**src/rtl/parking_gate_ctrl_pkg.sv**
```systemverilog
// Shared definitions for the parking gate controller: FSM encoding,
// default timing constants and a saturating timer helper.
package parking_gate_ctrl_pkg;

  localparam int DEF_DEBOUNCE     = 4;
  localparam int DEF_OPEN_TIMEOUT = 1000;
  localparam int DEF_CLOSE_CYCLES = 50;
  localparam int TIMER_W          = 16;

  typedef enum logic [2:0] {
    ST_IDLE       = 3'd0,
    ST_CHECK      = 3'd1,
    ST_OPEN       = 3'd2,
    ST_PASSING    = 3'd3,
    ST_CLOSE      = 3'd4,
    ST_WAIT_LEAVE = 3'd5
  } gate_state_e;

  // Increment that sticks at all-ones instead of wrapping to zero.
  function automatic logic [TIMER_W-1:0] sat_inc(input logic [TIMER_W-1:0] val);
    return (&val) ? val : val + 1'b1;
  endfunction

endpackage

```
**src/rtl/gate_debounce.sv**
```systemverilog
// Two-flop synchroniser followed by a stable-count debouncer for one raw
// loop sensor. The filtered level follows the synchronised input only after
// DEBOUNCE consecutive samples that differ from the current level.
module gate_debounce
  import parking_gate_ctrl_pkg::*;
#(
  parameter int DEBOUNCE = DEF_DEBOUNCE
) (
  input  logic clk,
  input  logic reset,
  input  logic i_raw,
  output logic o_level
);

  localparam int                CNT_W    = $clog2(DEBOUNCE + 1);
  localparam logic [CNT_W-1:0]  CNT_LAST = CNT_W'(DEBOUNCE - 1);

  logic [1:0]       r_sync;
  logic [CNT_W-1:0] r_cnt;
  logic             r_level;

  // Synchronise, then accept a new level after a full run of equal samples.
  always_ff @(posedge clk) begin
    // NOTE: sequential state uses non-blocking assignments so every flop
    // samples pre-edge values; blocking here would collapse the sync chain.
    if (reset) begin
      r_sync  <= '0;
      r_cnt   <= '0;
      r_level <= 1'b0;
    end else begin
      r_sync <= {r_sync[0], i_raw};
      if (r_sync[1] == r_level) begin
        r_cnt <= '0;
      end else if (r_cnt == CNT_LAST) begin
        r_level <= r_sync[1];
        r_cnt   <= '0;
      end else begin
        r_cnt <= r_cnt + 1'b1;
      end
    end
  end

  assign o_level = r_level;

endmodule

```
**src/rtl/parking_gate_ctrl.sv**
```systemverilog
// Barrier controller for one lane of the car park. Filters both loop
// sensors, decides entry against vacancy, raises/lowers the barrier and
// reports one event per completed passage to the occupancy core.
module parking_gate_ctrl
  import parking_gate_ctrl_pkg::*;
#(
  parameter bit IS_EXIT      = 1'b0,
  parameter int DEBOUNCE     = DEF_DEBOUNCE,
  parameter int OPEN_TIMEOUT = DEF_OPEN_TIMEOUT,
  parameter int CLOSE_CYCLES = DEF_CLOSE_CYCLES
) (
  input  logic       clk,
  input  logic       reset,
  input  logic       arrive_loop,
  input  logic       pass_loop,
  input  logic       uni_card,
  input  logic       uni_is_vacated_space,
  input  logic       is_vacated_space,
  output logic       barrier_open,
  output logic       car_event_n,
  output logic       is_uni_event,
  output logic       deny,
  output logic       timeout_err,
  output logic       tailgate_err,
  output logic [2:0] state
);

  localparam logic [TIMER_W-1:0] OPEN_LIM  = TIMER_W'(OPEN_TIMEOUT - 1);
  localparam logic [TIMER_W-1:0] CLOSE_LIM = TIMER_W'(CLOSE_CYCLES - 1);

  logic w_arrive, w_pass;
  logic r_arrive_d, r_pass_d;
  logic w_arrive_rise, w_pass_rise, w_pass_fall;
  logic w_grant;

  gate_state_e        r_state, w_state_nxt;
  logic [TIMER_W-1:0] r_timer, w_timer_nxt;
  logic               r_uni_lat, w_uni_lat_nxt;
  logic               r_rev, w_rev_nxt;

  logic r_barrier_open, w_barrier_open_nxt;
  logic r_car_event_n,  w_car_event_n_nxt;
  logic r_is_uni_event, w_is_uni_event_nxt;
  logic r_deny,         w_deny_nxt;
  logic r_timeout_err,  w_timeout_err_nxt;
  logic r_tailgate_err, w_tailgate_err_nxt;

  gate_debounce #(.DEBOUNCE(DEBOUNCE)) u_arrive_db (
    .clk     (clk),
    .reset   (reset),
    .i_raw   (arrive_loop),
    .o_level (w_arrive)
  );

  gate_debounce #(.DEBOUNCE(DEBOUNCE)) u_pass_db (
    .clk     (clk),
    .reset   (reset),
    .i_raw   (pass_loop),
    .o_level (w_pass)
  );

  assign w_arrive_rise = w_arrive & ~r_arrive_d;
  assign w_pass_rise   = w_pass   & ~r_pass_d;
  assign w_pass_fall   = ~w_pass  &  r_pass_d;
  assign w_grant       = IS_EXIT | (r_uni_lat ? uni_is_vacated_space : is_vacated_space);

  // Next-state, timer and registered-output decode.
  always_comb begin
    // NOTE: every signal driven here gets a default first; a path that
    // skips an assignment would otherwise infer a latch.
    w_state_nxt        = r_state;
    w_timer_nxt        = '0;
    w_uni_lat_nxt      = r_uni_lat;
    w_rev_nxt          = r_rev;
    w_car_event_n_nxt  = 1'b1;
    w_is_uni_event_nxt = r_is_uni_event;
    w_deny_nxt         = 1'b0;
    w_timeout_err_nxt  = 1'b0;
    w_tailgate_err_nxt = 1'b0;

    case (r_state)
      ST_IDLE: begin
        if (w_arrive_rise) begin
          w_uni_lat_nxt = uni_card;
          w_state_nxt   = ST_CHECK;
        end
      end
      ST_CHECK: begin
        if (w_grant) begin
          w_state_nxt = ST_OPEN;
        end else begin
          w_deny_nxt  = 1'b1;
          w_state_nxt = ST_WAIT_LEAVE;
        end
      end
      ST_WAIT_LEAVE: begin
        if (!w_arrive) w_state_nxt = ST_IDLE;
      end
      ST_OPEN: begin
        w_rev_nxt = 1'b0;
        if (w_pass) begin
          w_state_nxt = ST_PASSING;
        end else if (r_timer == OPEN_LIM) begin
          w_timeout_err_nxt = 1'b1;
          w_state_nxt       = ST_CLOSE;
        end else begin
          w_timer_nxt = sat_inc(r_timer);
        end
      end
      ST_PASSING: begin
        // A fresh arrival after the car reached the barrier marks a reversal.
        if (w_arrive_rise) w_rev_nxt = 1'b1;
        if (w_pass_fall) begin
          w_state_nxt = ST_CLOSE;
          if (!(w_arrive && (r_rev || w_arrive_rise))) begin
            w_car_event_n_nxt  = 1'b0;
            w_is_uni_event_nxt = r_uni_lat;
          end
        end
      end
      ST_CLOSE: begin
        if (w_pass_rise) w_tailgate_err_nxt = 1'b1;
        if (r_timer == CLOSE_LIM) begin
          w_state_nxt = ST_IDLE;
        end else begin
          w_timer_nxt = sat_inc(r_timer);
        end
      end
      default: w_state_nxt = ST_IDLE;
    endcase

    w_barrier_open_nxt = (w_state_nxt == ST_OPEN) || (w_state_nxt == ST_PASSING);
  end

  // State, timer, edge history and registered outputs.
  always_ff @(posedge clk) begin
    if (reset) begin
      r_state        <= ST_IDLE;
      r_timer        <= '0;
      r_uni_lat      <= 1'b0;
      r_rev          <= 1'b0;
      r_arrive_d     <= 1'b0;
      r_pass_d       <= 1'b0;
      r_barrier_open <= 1'b0;
      r_car_event_n  <= 1'b1;
      r_is_uni_event <= 1'b0;
      r_deny         <= 1'b0;
      r_timeout_err  <= 1'b0;
      r_tailgate_err <= 1'b0;
    end else begin
      r_state        <= w_state_nxt;
      r_timer        <= w_timer_nxt;
      r_uni_lat      <= w_uni_lat_nxt;
      r_rev          <= w_rev_nxt;
      r_arrive_d     <= w_arrive;
      r_pass_d       <= w_pass;
      r_barrier_open <= w_barrier_open_nxt;
      r_car_event_n  <= w_car_event_n_nxt;
      r_is_uni_event <= w_is_uni_event_nxt;
      r_deny         <= w_deny_nxt;
      r_timeout_err  <= w_timeout_err_nxt;
      r_tailgate_err <= w_tailgate_err_nxt;
    end
  end

  assign barrier_open = r_barrier_open;
  assign car_event_n  = r_car_event_n;
  assign is_uni_event = r_is_uni_event;
  assign deny         = r_deny;
  assign timeout_err  = r_timeout_err;
  assign tailgate_err = r_tailgate_err;
  assign state        = r_state;

endmodule

```
**config.mk**
```make
export PLATFORM = sky130hd
export DESIGN_NAME = parking_gate_ctrl
export DESIGN_NICKNAME = d
export VERILOG_FILES = /design/src/rtl/parking_gate_ctrl_pkg.sv /design/src/rtl/gate_debounce.sv /design/src/rtl/parking_gate_ctrl.sv
export SDC_FILE = /design/constraint.sdc
export NUM_CORES = 1
export LEC_CHECK = 0
export ABC_AREA = 1
export CAP_MARGIN = 20
export CORE_MARGIN = 3
export CORE_UTILIZATION = 35
export DETAILED_ROUTE_END_ITERATION = 10
export GPL_TIMING_DRIVEN = 0
export SLEW_MARGIN = 20
export SYNTH_ARGS = -nofsm -noshare
export SYNTH_HDL_FRONTEND = slang
export SYNTH_SLANG_ARGS = --single-unit
```
**constraint.sdc**
```tcl
create_clock -name clk -period 2.25 [get_ports clk]
set_input_delay 0.45 -clock clk [delete_from_list [all_inputs] [get_ports clk]]
set_output_delay 0.45 -clock clk [all_outputs]
set_load 0.02 [all_outputs]
```
# Yosys cells after proc, flatten, opt, wreduce, memory -nomap -nowiden
# Cells that the tools add are included.
# op_classes
n_mux	20
shift	0
n_eq_ne	14
n_div	0
reduce_logical	17
n_addsub	3
mul	0
bitwise_logic	14
n_lt_le_gt_ge	0
# ops
operator	n
$mux W16	4
$pmux W16 S2	1
$mux W3	7
$eq A3 B2 Y1 const B	6
$pmux W3 S6	1
$add A16 B1 Y16 const B	1
$eq A16 B10 Y1 const B	1
$eq A16 B6 Y1 const B	1
$reduce_and A16 Y1	1
$reduce_or A3 Y1	4
$not A1 Y1	11
$reduce_and A2 Y1	4
$add A3 B1 Y3 const B	2
$eq A3 B3 Y1 const B	2
$mux W1	6
$reduce_or A2 Y1	2
$and A1 B1 Y1	3
$eq A3 B1 Y1 const B	1
$logic_not A3 Y1	1
$reduce_and A3 Y1	1
$eq A1 B1 Y1	2
$logic_or A1 B1 Y1	2
$ne A2 B2 Y1 const B	1
$pmux W1 S2	1
2 further kinds	2
# totals
latchBits	0
input_bits	7
word_cells	86
ram_bits	0
mem_bits_ro	0
reg_bits	41
output_inout_bits	9
n_memories	0

# Longest topological paths before layout
# logic_depth
word_depth	6
mapped_depth	11

# Hierarchy
# From an unflattened synthesis, not the netlist that was laid out.
# unflattened
cells_unflattened	306
area_unflattened_um2	2062.0
# by_module_without_submodules
module	seq_area_each_um2	area_per_inst_um2	n_inst	cells_per_inst
parking_gate_ctrl	580.6	1609.0	1	252
gate_debounce	120.1	226.5	2	27

# Worst setup path after synthesis
# No wires, ideal clock.
# synth_timing
path_type	reg-to-reg
from	register r_timer[0]
to	register r_timer[1]
path_slack_ps	787
arrival_time_ps	1348
path_stages_with_launch	12
period_less_slack_ps	1463
path_buffers	1
cell_sequence	dfxtp_1 ha_1 nand2_1 clkinv_1 nand2_1 nor2_2 nand2_1 nand2_1 nand2_2 nand2_4 buf_12 nor2_1
# synth_between
elab_chain_cells	5
elab_cells_between_ends	9
cone_classes	1 x add/sub; 2 x eq/ne; 5 x mux; 1 x reduce/logical
# synth_rtl
element	line	rtl
start, declared	parking_gate_ctrl.sv:37	logic [TIMER_W-1:0] r_timer, w_timer_nxt;
start signal, assigned	parking_gate_ctrl.sv:152	r_timer <= w_timer_nxt;
$add A16 B1 Y16 or $reduce_and A16 Y1 (tied branches)	parking_gate_ctrl_pkg.sv:21	return (&val) ? val : val + 1'b1;
$mux W16	parking_gate_ctrl_pkg.sv:21	
$mux W16	parking_gate_ctrl.sv:103	end else if (r_timer == OPEN_LIM) begin
$mux W16	parking_gate_ctrl.sv:101	if (w_pass) begin
$pmux W16 S2 (*)	parking_gate_ctrl.sv:81	case (r_state)
# Every way passes the cells marked *; elsewhere a longest branch is shown, timed or not.
# A chain may end at the register's enable or synchronous reset.

# Final worst setup path
# layout_timing
from	register r_state[2] (netlist: state[2])
to	output state[2]
# layout_rtl
element	line	rtl
start, declared	parking_gate_ctrl.sv:36	gate_state_e r_state, w_state_nxt;
start signal, assigned	parking_gate_ctrl.sv:151	r_state <= w_state_nxt;
end, declared	parking_gate_ctrl.sv:25	output logic [2:0] state
# No word-level cell between the ends.

==> results_dict.tcl <==
set metrics [dict create \
    grt_overflow 0 \
    start_util 0.376 \
    crit_arrival_ns 1.37 \
    hold_viol 0 \
    drtIter0Drc 71 \
    wl_met2_um 1700 \
    cts_made_buffers 5 \
    fmax_mhz 550 \
    drive_gt1_frac 0.124 \
    drt_pass1_iterations 4 \
    whs_ns 0.414 \
    rows 26 \
    cts-htree-levels 2 \
    crit_family "buffers and inverters" \
    internal-power_mw 1.10 \
    slowest_stage "clkdlybuf4s50_1" \
    synthCells 276 \
    setup_slack_ns 0.432 \
    final.setup.tns_ns 0 \
    finalInstanceArea_mm2 0.00235 \
    p_comb_frac 0.019 \
    fp.dieArea_mm2 0.00663 \
    syn-num-nets 289 \
    yosys.area_share.simple 0.355 \
    hpwl_um 2900 \
    critPathMaxFanout 4 \
    worst_pin_slew_ns 0.447 \
    synth_edf_count 0 \
    holdBufCountCts 0 \
    synth_area_mm2 0.00199 \
    crit_type "reg2out" \
    placedCellCount 361 \
    min_period_ns 1.82 \
    dr.max_layer_used "met4" \
    pwr-share-seq 0.530 \
    slew_headroom 0.702 \
    fin_util 0.443 \
    vias 1702 \
    clock_sinks 41 \
    place_congestion 0.796 \
    core_region_area_mm2 0.00530 \
    wl_met3_um 150 \
    rsz0062_at_grt "no" \
    die_w_um 81.4 \
    place_area_mm2 0.00223 \
    io_pins 16 \
    finalPower_mw 1.38 \
    drv_cap 0 \
    final_net_count 311 \
    synth-xor-area-share 0.00879 \
    postCtsSetupRepairBufs 0 \
    clkTransAtPathRegs_ns 0.08 \
    ys_types 30 \
    final_common_cell "nor2_1" \
    synth-seq-cells 41 \
    p_sw_frac 0.201 \
    synth_ff_type "dfxtp_1" \
    synth_compound_area_frac 0.0930 \
    synth_top_family_by_area "simple AND/OR/NAND/NOR gates" \
    mostFrequentLayoutCells "nor2_1 (52), nand2_1 (48), dfxtp_1 (41)" \
    grt_pass1_vias 1557 \
    wl_per_cell_um 10.4 \
    worst_clock_skew_ns 0.00869 \
    synthAdderAreaFrac 0.0377 \
    cp_cell_sequence "clkdlybuf4s50_1" \
    final.period_utilization 0.808 \
    ant_nets 0 \
    grtUsageTotal 0.132 \
    hold_path_class "reg2reg" \
    r2r_slack_ns 0.57 \
    async_reset_ff_frac 0 \
    worstSetupEndpointType "output pin" \
    die_h_um 81.4 \
    p_clk_frac 0.451 \
    grt_antenna_before_repair 0 \
    drv_slew 0 \
    power_density_mw_per_mm2 588 \
    pre_cts_slack_ns 0.530 \
    syn_area_per_cell_um2 7.22 \
    remaining_drc_errors 0 \
    drt-met1-wl_um 1920 \
    clockRootBuffer "clkbuf_8" \
    peakVddDrop_uv 236 \
    p_leak_nw 0.950 \
    slowest_delay_ns 0.64 \
    worstSkewPairLatency_ns 0.30 \
    clock_path_buffers 2 \
    status "completed" \
    via_per_inst 4.61 \
    power_switching_mw 0.277 \
    setup_viol 0 \
    path_buf_inv 1 \
    grt_max_degree 14 \
    yosysWarnings 0 \
    grt_pass1_wl_um 6730 \
    areaGrowthSynthToFinish_pct 18.0 \
    instances_no_fill 369 \
    yosysSeqAreaShare 0.412 \
    postRouteWirelength_um 3860 \
    port_buffers 15 \
    start_kind "register" \
    post_cts_resized 0 \
    crit_required_ns 1.80 \
    synthMuxAreaShare 0 \
    antenna_cells 0 \
    cts_tree "yes" \
]
[metal layers]
metal  up-vias  global-route usage
met3         7              0.0428
met1       750               0.170
met4         0              0.0574
li1        920                   -
met5         -                   0
met2        25               0.200
[sequential cells by signal, summed over array words and instances, names as in the netlist]
name and flops:
r_uni_lat 1, deny 1, barrier_open 1, state 3, timeout_err 1, u_pass_db.o_level 1, is_uni_event 1, u_pass_db.r_cnt 3
u_arrive_db.r_sync 2, r_rev 1, car_event_n 1, r_pass_d 1, u_arrive_db.o_level 1, r_arrive_d 1, u_arrive_db.r_cnt 3, u_pass_db.r_sync 2
r_timer 16, tailgate_err 1
[final timing paths]
kind	endpoint	depth (start not counted)	startpoint
setup / recovery	state[2]	1	state[2]$_SDFF_PP0_
setup reg to reg	r_timer[1]$_SDFF_PP0_	11	r_timer[0]$_SDFF_PP0_
hold reg to reg	u_arrive_db.r_sync[1]$_SDFF_PP0_	2	u_arrive_db.r_sync[0]$_SDFF_PP0_
hold / removal	u_arrive_db.r_sync[1]$_SDFF_PP0_	2	u_arrive_db.r_sync[0]$_SDFF_PP0_
[synth_stat cells (all sizes together) (2+ instances only)]
master / instances / area (um2)
a21oi: 19 / 95.1
nand4: 9 / 62.6
o21ai: 9 / 45.0
dfxtp: 41 / 821
nor2: 65 / 300
nor3: 4 / 20.0
buf: 3 / 36.3
nand2: 52 / 210
o21bai: 3 / 22.5
inv: 38 / 143
nand3: 18 / 100
ha: 6 / 75.1
o211ai: 2 / 15.0
[cells by family (layout without fill, tap and decap cells)]
kind of cell | after synthesis | in the layout
buffers and inverters | 43 | 66
and+or+nand+nor | 150 | 150
xor gates and xnor gates | 2 | 2
DFF | 41 | 41
adders and majority gates | 6 | 6
AOI/OAI and AO/OA | 34 | 34
[worst reg2reg max path: cells and delay by family, from the launching register on]
| family | cells | cell delay [ns] |
|---|---|---|
| adders and majority gates | 1 | 0.25 |
| buffers and inverters | 2 | 0.23 |
| DFF | 1 | 0.48 |
| and+or+nand+nor | 8 | 0.62 |
[power by group through the flow]
stage / sequential [mW] / combinational [mW] / clock [mW]
after floorplan: 0.748 / 0.0120 / 0
after global placement: 0.748 / 0.0264 / 0
after detailed placement: 0.748 / 0.0268 / 0
after CTS: 0.731 / 0.0270 / 0.641
after global routing: 0.732 / 0.0298 / 0.680
final: 0.731 / 0.0261 / 0.623
[final cells by class]
type / instances / area, um2
Buffer: 4 / 40.0
Clock buffer: 6 / 82.6
Clock inverter: 2 / 37.5
Fill cell: 551 / 2950
Inverter: 39 / 146
Multi-Input combinational cell: 192 / 985
Sequential cell: 41 / 821
Tap cell: 70 / 87.6
Timing Repair Buffer: 15 / 150
Note: power is estimated with default switching activity, not from simulation.
